$ cat src/rtl/pipeline_hazard_ctrl_pkg.sv
// Shared types for the pipeline hazard controller: FSM states, the zero
// register id and the bundle of pipeline-register controls.
package pipeline_hazard_ctrl_pkg;

  localparam int unsigned REG_W = 5;

  localparam logic [REG_W-1:0] REG_ZERO = REG_W'(0);

  typedef enum logic [1:0] {
    ST_INIT     = 2'd0,
    ST_RUN      = 2'd1,
    ST_MEM_WAIT = 2'd2
  } state_t;

  // Pipeline-register control bundle driven every cycle
  typedef struct packed {
    logic pc_write;
    logic ifid_write;
    logic ifid_flush;
    logic idex_flush;
    logic exmem_flush;
    logic pipe_freeze;
  } ctrl_t;

endpackage

$ cat src/rtl/pipeline_hazard_ctrl_sat_counter.sv
// Saturating up-counter used for the hazard performance counters.
// Ports: clk, rst (async, active-high), inc (count enable), count (value).
module sat_counter #(
  parameter int unsigned CNT_W = 16
) (
  input  logic             clk,
  input  logic             rst,
  input  logic             inc,
  output logic [CNT_W-1:0] count
);

  // Holds at all-ones instead of wrapping
  always_ff @(posedge clk or posedge rst) begin
    if (rst) begin
      count <= '0;
    end else if (inc && (count != '1)) begin
      count <= count + CNT_W'(1);
    end
  end

endmodule

$ cat src/rtl/pipeline_hazard_ctrl.sv
// Stall/flush sequencer for the 5-stage pipeline. Scrubs the unreset pipeline
// registers after reset, inserts load-use bubbles, squashes on MEM redirects and
// freezes the back end during data-memory wait states.
// Ports:
//   clk, rst                      clock, async active-high reset
//   id_rs, id_rt, id_uses_rt      source operands of the ID instruction
//   idex_MemRead, idex_rt         load in EX and its destination
//   mem_redirect                  branch taken / jump in MEM
//   mem_req, dmem_ready           MEM access and its completion
//   pc_write .. pipe_freeze       pipeline register controls (combinational)
//   mem_timeout                   sticky memory wait timeout
//   stall_cnt, flush_cnt          saturating performance counters
module pipeline_hazard_ctrl
  import pipeline_hazard_ctrl_pkg::*;
#(
  parameter int unsigned INIT_CYCLES = 4,
  parameter int unsigned WAIT_MAX    = 16,
  parameter int unsigned CNT_W       = 16
) (
  input  logic             clk,
  input  logic             rst,
  input  logic [REG_W-1:0] id_rs,
  input  logic [REG_W-1:0] id_rt,
  input  logic             id_uses_rt,
  input  logic             idex_MemRead,
  input  logic [REG_W-1:0] idex_rt,
  input  logic             mem_redirect,
  input  logic             mem_req,
  input  logic             dmem_ready,
  output logic             pc_write,
  output logic             ifid_write,
  output logic             ifid_flush,
  output logic             idex_flush,
  output logic             exmem_flush,
  output logic             pipe_freeze,
  output logic             mem_timeout,
  output logic [CNT_W-1:0] stall_cnt,
  output logic [CNT_W-1:0] flush_cnt
);

  localparam int unsigned INIT_W = $clog2(INIT_CYCLES + 1);
  localparam int unsigned WAIT_W = $clog2(WAIT_MAX + 1);

  state_t            state, state_nxt;
  logic [INIT_W-1:0] init_cnt;
  logic [WAIT_W-1:0] wait_cnt;
  ctrl_t             ctrl;
  logic              load_use;
  logic              frozen;
  logic              stall_inc;
  logic              flush_inc;

  // Load in EX whose destination feeds the ID instruction; r0 never hazards
  assign load_use = idex_MemRead && (idex_rt != REG_ZERO) &&
                    ((idex_rt == id_rs) || (id_uses_rt && (idex_rt == id_rt)));

  // State register
  always_ff @(posedge clk or posedge rst) begin
    if (rst) begin
      state <= ST_INIT;
    end else begin
      state <= state_nxt;
    end
  end

  // Next state and controls
  always_comb begin
    state_nxt = state;
    ctrl      = '0;
    frozen    = 1'b0;
    stall_inc = 1'b0;
    flush_inc = 1'b0;
    case (state)
      ST_INIT: begin
        ctrl.ifid_flush  = 1'b1;
        ctrl.idex_flush  = 1'b1;
        ctrl.exmem_flush = 1'b1;
        if (init_cnt == INIT_W'(INIT_CYCLES - 1)) begin
          state_nxt = ST_RUN;
        end
      end
      ST_RUN, ST_MEM_WAIT: begin
        // The release cycle of a wait behaves like RUN, so a held redirect is honoured
        if (!dmem_ready && ((state == ST_MEM_WAIT) || mem_req)) begin
          ctrl.pipe_freeze = 1'b1;
          frozen           = 1'b1;
          stall_inc        = 1'b1;
          state_nxt        = ST_MEM_WAIT;
        end else begin
          state_nxt = ST_RUN;
          if (mem_redirect) begin
            ctrl.pc_write    = 1'b1;
            ctrl.ifid_write  = 1'b1;
            ctrl.ifid_flush  = 1'b1;
            ctrl.idex_flush  = 1'b1;
            ctrl.exmem_flush = 1'b1;
            flush_inc        = 1'b1;
          end else if (load_use) begin
            ctrl.idex_flush = 1'b1;
            stall_inc       = 1'b1;
          end else begin
            ctrl.pc_write   = 1'b1;
            ctrl.ifid_write = 1'b1;
          end
        end
      end
      default: state_nxt = ST_INIT;
    endcase
    if (rst) begin
      ctrl = '0;
    end
  end

  // Length of the post-reset scrub
  always_ff @(posedge clk or posedge rst) begin
    if (rst) begin
      init_cnt <= '0;
    end else if (state == ST_INIT) begin
      init_cnt <= init_cnt + INIT_W'(1);
    end else begin
      init_cnt <= '0;
    end
  end

  // Wait-state length and sticky timeout; counts frozen cycles spent in MEM_WAIT
  always_ff @(posedge clk or posedge rst) begin
    if (rst) begin
      wait_cnt    <= '0;
      mem_timeout <= 1'b0;
    end else if ((state == ST_MEM_WAIT) && frozen) begin
      if (wait_cnt != WAIT_W'(WAIT_MAX)) begin
        wait_cnt <= wait_cnt + WAIT_W'(1);
      end
      if (wait_cnt == WAIT_W'(WAIT_MAX - 1)) begin
        mem_timeout <= 1'b1;
      end
    end else begin
      wait_cnt <= '0;
    end
  end

  assign pc_write    = ctrl.pc_write;
  assign ifid_write  = ctrl.ifid_write;
  assign ifid_flush  = ctrl.ifid_flush;
  assign idex_flush  = ctrl.idex_flush;
  assign exmem_flush = ctrl.exmem_flush;
  assign pipe_freeze = ctrl.pipe_freeze;

  sat_counter #(.CNT_W(CNT_W)) u_stall_cnt (
    .clk   (clk),
    .rst   (rst),
    .inc   (stall_inc),
    .count (stall_cnt)
  );

  sat_counter #(.CNT_W(CNT_W)) u_flush_cnt (
    .clk   (clk),
    .rst   (rst),
    .inc   (flush_inc),
    .count (flush_cnt)
  );

endmodule

$ cat config.mk
export PLATFORM = sky130hd
export DESIGN_NAME = pipeline_hazard_ctrl
export DESIGN_NICKNAME = d
export VERILOG_FILES = /design/src/rtl/pipeline_hazard_ctrl_pkg.sv /design/src/rtl/pipeline_hazard_ctrl_sat_counter.sv /design/src/rtl/pipeline_hazard_ctrl.sv
export SDC_FILE = /design/constraint.sdc
export NUM_CORES = 1
export LEC_CHECK = 0
export ABC_CLOCK_PERIOD_IN_PS = 4400
export BUFFER_PORTS_ARGS = -buffer_cell sky130_fd_sc_hd__buf_2
export CAP_MARGIN = 25
export CORE_ASPECT_RATIO = 1.25
export CORE_MARGIN = 2
export CORE_UTILIZATION = 55
export CTS_BUF_LIST = sky130_fd_sc_hd__clkbuf_2 sky130_fd_sc_hd__clkbuf_4 sky130_fd_sc_hd__clkbuf_8
export DETAILED_ROUTE_END_ITERATION = 12
export PLACE_DENSITY = 0.83
export SYNTH_ARGS = -nofsm -noshare
export SYNTH_HDL_FRONTEND = slang
export SYNTH_SLANG_ARGS = --single-unit
$ cat constraint.sdc
create_clock -name clk -period 4.4 [get_ports clk]
set_input_delay 0.44 -clock clk [delete_from_list [all_inputs] [get_ports clk]]
set_output_delay 0.44 -clock clk [all_outputs]
set_load 0.05 [all_outputs]
After elaboration in Yosys (flattened, before gate mapping). Index checks and enable logic that the tools add are counted.

Register bits after elaboration: 43. Input port bits: 22. Output and inout bits: 39. Word-level logic and storage cells: 57.

$add $sub $neg: 4. Equal/unequal tests: 11. Mux-type cells: 22. Reduce and logical (&&, ||, !) cells: 14.

Operator list (count): $add 16x1->16 const B (2); $ne 16x16->1 const B (2); $mux 5 (3); $eq 5x5->1 (2); $mux 1 (10); $mux 2 (5); $logic_and 1x1->1 (7); $mux 6 (1); $pmux 3 s2 (1); $add 5x1->5 const B (1); $eq 5x4->1 const B (1); $ne 5x5->1 const B (1); $reduce_bool 5->1 (1); $pmux 2 s2 (1); $add 3x1->3 const B (1); $eq 3x2->1 const B (1); $mux 3 (1); $eq 2x1->1 const B (1); $eq 2x2->1 const B (1); $logic_not 2->1 (1); $logic_or 1x1->1 (2); $ne 2x1->1 const B (1); $ne 2x2->1 const B (1); $reduce_and 2->1 (1); 2 further kinds (2).

Longest topological paths before layout.
Depth after elaboration: 9. Mapped depth: 8. Mapped depth without buffers: 8.

Hierarchy. From an unflattened synthesis, not the netlist that was laid out.

Cells, all modules: 224. Area total of the unflattened synthesis: 2421.1 um^2.

Modules (own cells, without submodules): sat_counter (instances 2, cells an instance 71, area an instance 805.8 um^2, seq. area each 400.4 um^2); pipeline_hazard_ctrl (instances 1, cells an instance 82, area an instance 809.5 um^2, seq. area each 275.3 um^2).

Worst setup path after synthesis. OpenSTA, ideal clock, no wires.

Path type: input port to output port. From: in idex_rt[1]. To: out pc_write. Arrival: 2.865 ns. Data required time: 3.960 ns. Setup slack: 1.095 ns. Cell stages on the path: 5. Buffers on the path: 1. Cell sequence: or4_1 -> o21ai_2 -> nor2_1 -> a211oi_1 -> buf_4.

Word-level cells in the longest chain between the ends: 9. Elaborated cells between the ends (all ways): 12. Those cells by class: eq/ne (2); mux (5); reduce/logical (5).

Ends and longest elaborated chain: start: declaration (RTL line pipeline_hazard_ctrl.sv:26) `input logic [REG_W-1:0] idex_rt,`; $eq 5x5->1 (RTL line pipeline_hazard_ctrl.sv:55) `((idex_rt == id_rs) || (id_uses_rt && (idex_rt == id_rt)));`; $logic_and 1x1->1 (RTL line pipeline_hazard_ctrl.sv:55); $logic_or 1x1->1 (RTL line pipeline_hazard_ctrl.sv:55); $logic_and 1x1->1 * (RTL line pipeline_hazard_ctrl.sv:54) `assign load_use = idex_MemRead && (idex_rt != REG_ZERO) &&`; $mux 2 * (RTL line pipeline_hazard_ctrl.sv:98) `end else if (load_use) begin`; $mux 2 * (RTL line pipeline_hazard_ctrl.sv:91) `if (mem_redirect) begin`; $mux 5 * (RTL line pipeline_hazard_ctrl.sv:84) `if (!dmem_ready && ((state == ST_MEM_WAIT) || mem_req)) begin`; $mux 2 * (RTL line pipeline_hazard_ctrl.sv:73) `case (state)`; $mux 6 * (RTL line pipeline_hazard_ctrl.sv:109) `if (rst) begin`; end: declaration (RTL line pipeline_hazard_ctrl.sv:30) `output logic pc_write,`.

Mark *: on every way between the ends. The rest lies on a longest branch, timed or not.

Worst setup path in the final report.
From: reg state[0]. To: out idex_flush.

Word-level cells in the longest chain between the ends: 6. Elaborated cells between the ends (all ways): 9. Those cells by class: eq/ne (2); mux (3); reduce/logical (4).

Ends and longest elaborated chain: start: declaration (RTL line pipeline_hazard_ctrl.sv:44) `state_t state, state_nxt;`; start signal: assignment (RTL line pipeline_hazard_ctrl.sv:62) `state <= state_nxt;`; $eq 2x2->1 (RTL line pipeline_hazard_ctrl.sv:73, pipeline_hazard_ctrl.sv:84); $logic_or 1x1->1 (RTL line pipeline_hazard_ctrl.sv:84); $logic_and 1x1->1 (RTL line pipeline_hazard_ctrl.sv:84); $mux 5 (RTL line pipeline_hazard_ctrl.sv:84); $pmux 3 s2 * (RTL line pipeline_hazard_ctrl.sv:73); $mux 6 * (RTL line pipeline_hazard_ctrl.sv:109); end: declaration (RTL line pipeline_hazard_ctrl.sv:33) `output logic idex_flush,`.

Marks and branches as above.

==> impl_summary.md <==
Status
The flow ran to the end, and the final reports show no timing, DRC or antenna violations.

Die
The initial utilization of the core area, before any placement, comes to 56.3%. The number of cell rows is 26. The floorplan step defined a core boundary enclosing 4030 µm². From left edge to right edge, the die measures 61.5 µm. between 60 and 70 I/O pins were placed. The die height is 75.9 µm. The area of the die is between 4000 and 5000 µm².

Timing
The final worst setup slack is 1610 ps. The actual slew at the worst max-slew pin is 636 ps. Between clock sinks in the finished design, the worst skew comes to about 4.8 ps. The final setup violation count is 0. The number of hold violations in the final report is 0. The final count of pins violating max slew is 0.

The worst path uses 63.3% of the clock period. The clock period minus final worst setup slack is between 2000 and 3000 ps. The relative slew slack is 57.6%. Static timing analysis puts the maximum clock frequency at 359 MHz. In the final timing run, aggregate negative setup slack is 0 ps. Setup repair after global routing left no endpoint under its margin.

Synthesis
The Yosys warning count is 0. Sorting the synthesized cells by area gives the leading types as dfrtp_1 47%, xnor2_1 9.3%, xor2_1 7.3%. Yosys mapped the design onto 40 distinct sky130hd cell types. Among all flip-flop cells after synthesis, the most frequent one is dfrtp_1. The synthesized area is 2270 µm². The number of enable flip-flop cells after synthesis is 0. When the netlist entered floorplanning its net count stood at 250.

The synthesized design contains 43 register bits. The synthesized design devotes to its leading area cell type 47.4% of total area. Of all cell types, the one taking the most synthesized area is dfrtp_1.

The proportion of register bits with asynchronous set or reset after synthesis is 100%. The post-synthesis area per instance is 10.4 µm². The instance count of the mapped netlist is between 200 and 250. Sequential cells were found to cover 47.4% of the synthesized design area.

Clock network
Clock-pin slew was measured on the worst setup and hold paths at roughly 70 ps. Buffers added to address setup during post-CTS repair amount to 0. The CTS tree is built. The clock latency reported for the late side of the worst-skew pair is 290 ps. The clock root buffer is clkbuf_8. The maximum number of buffers from clock root to sink is 2. Gates resized during post-CTS repair numbered 0.

TritonCTS created 5 clock buffers. The tree built by TritonCTS fans out to 43 sinks. The post-cts hold buffer count is 0.

The H-tree generated during clock tree synthesis spans 2 levels.

Worst setup path
The startpoint identified for the worst register-to-register timing path is state[0]. Along the worst path, the maximum fanout reaches 5. At the worst endpoint, the required time is 3960 ps. The worst setup path startpoint is state[0]. The arrival time of the worst setup path is 2350 ps.

STA classifies the critical path endpoint as an output pin. The class of the most critical setup path is reg2out. The worst setup path is launched from a register.

Power and ir drop
The peak supply drop is just over 400 µV. The leakage power is 1.37 nW. The power per unit of standard cell area is 462 nW/µm². Total power for the finished layout comes to 1.26 mW.

Route
Wires add up to roughly 4.4 mm. The detailed-route wire length per cell is about 13 µm. After the first detailed-routing iteration, the DRC count stood at 77. The residual antenna-violating net count after detailed routing is 0.

The count of TritonRoute iterations in the first routing pass is 4. The number of design rule violations left after detail routing is 0. The number of vias per cell is 5.24. The overall via count from detail_route is 1,778.

Layout
The area growth from synthesis to layout is 19.9%. The most common library cell in the layout ignoring fill and taps is buf_2. The number of nets in the layout is roughly 310.

For this run, the number of standard cells in the final layout without fillers is 339. The number of antenna diodes in the final layout is 0. In the final layout, the share of cells above drive strength 1 is 26.9%. In the layout the commonest cells are 60 x buf_2, 43 x dfrtp_1, 24 x xnor2_1.

GRT
The overall global routing resource usage is 20.8%. The pin count of the biggest net entering global routing is between 40 and 50. The initial antenna violation count is 0. The number of global-route vias before repair came to 1,644.

The residual overflow from global routing is 0. The first global-routing pass estimated 7.29 mm of wire.

Flow run
Across the run, the number of max-cap violations was 0.

Placement
The final estimated routing congestion in global placement is slightly below 0.8. The number of input and output port buffers inserted is 60. The worst slack at placement is 1910 ps. Detailed placement ended at an HPWL of about 3.3 mm. The number of placed instances, taps included, is 331.

Min path
The min-delay analysis places its worst path in the category in2async.
==> per-layer routing <==
| layer | track usage, % | vias up | wire [µm] | share of wire (%) |
|---|---|---|---|---|
| li1 | - | 878 | - | - |
| met1 | 27.5 | 859 | 1940 | 44 |
| met2 | 33.8 | 33 | 2230 | 51 |
| met3 | 3.40 | 8 | 146 | 3.3 |
| met4 | 8.51 | 0 | 76 | 1.7 |
| met5 | 0 | - | 0 | 0 |
==> flip-flops by register name, summed over array words and instances (netlist names) <==
name               count
u_flush_cnt.count     16
u_stall_cnt.count     16
wait_cnt               5
init_cnt               3
state                  2
mem_timeout            1
==> layout make-up <==
class | instances | area, µm²
tap | 56 | 70.1
inverter | 11 | 41.3
multi-input combinational | 160 | 1120
timing repair buffer | 61 | 308
clock buffer | 8 | 104
sequential | 43 | 1080
fill | 350 | 1310
==> per-stage QoR <==
stage	util, %	area (µm²)	hold WS (ps)
final	67.5	2720	309
after global routing	67.5	2720	386
after CTS	67.5	2720	336
after detailed placement	65.0	2620	442
after global placement	65.0	2620	421
after floorplan	-	2270	409
==> power breakdown <==
part	total (mW)	switching, mW	internal, mW
registers	0.514	0.0624	0.452
logic	0.469	0.334	0.134
clock network	0.275	0.126	0.149
total	1.26	0.522	0.736
==> worst max-delay path, stage by stage, from the launching register on <==
cell and delay (ps):
dfrtp_1 380, inv_1 70, ha_1 230, o21bai_1 380
and3_1 280, nor2_1 70, nor3_1 270, a21o_1 120
buf_2 260
==> synth_stat cells (all sizes together) (2+ instances only) <==
master	count
nand4	6
a21oi	2
a31oi	2
or4	2
dfrtp	43
xor2	19
and2	3
inv	11
mux2	2
nor2	14
nand2	20
xnor2	24
nand2b	2
o21ai	3
nor2b	2
buf	3
nor3b	3
or3	2
o31ai	2
ha	10
nor3	10
nor4	3
and3	3
nand3	12
and4	4
==> path summary, 6_finish.rpt <==
check	to	slack [ps]	cells past startpoint
setup / recovery	idex_flush	1610	8
hold / removal	state[0]	310	3
setup reg to reg	u_stall_cnt.count[1]	2090	6
hold reg to reg	init_cnt[0]	450	1
max in group asynchronous	u_flush_cnt.count[5]	3740	3
min in group clk	init_cnt[0]	450	1
==> logic make-up after synthesis <==
kind of cell	share of synthesized area (%)
AO/OA/AOI/OAI	6.33
adder cells (fa/ha/maj)	5.51
buffers and inverters	3.14
multiplexers	1.43
flip-flops	47.4
XOR/XNOR	16.6
AND/OR/NAND/NOR	19.7
(Power assumes the default switching activity.)
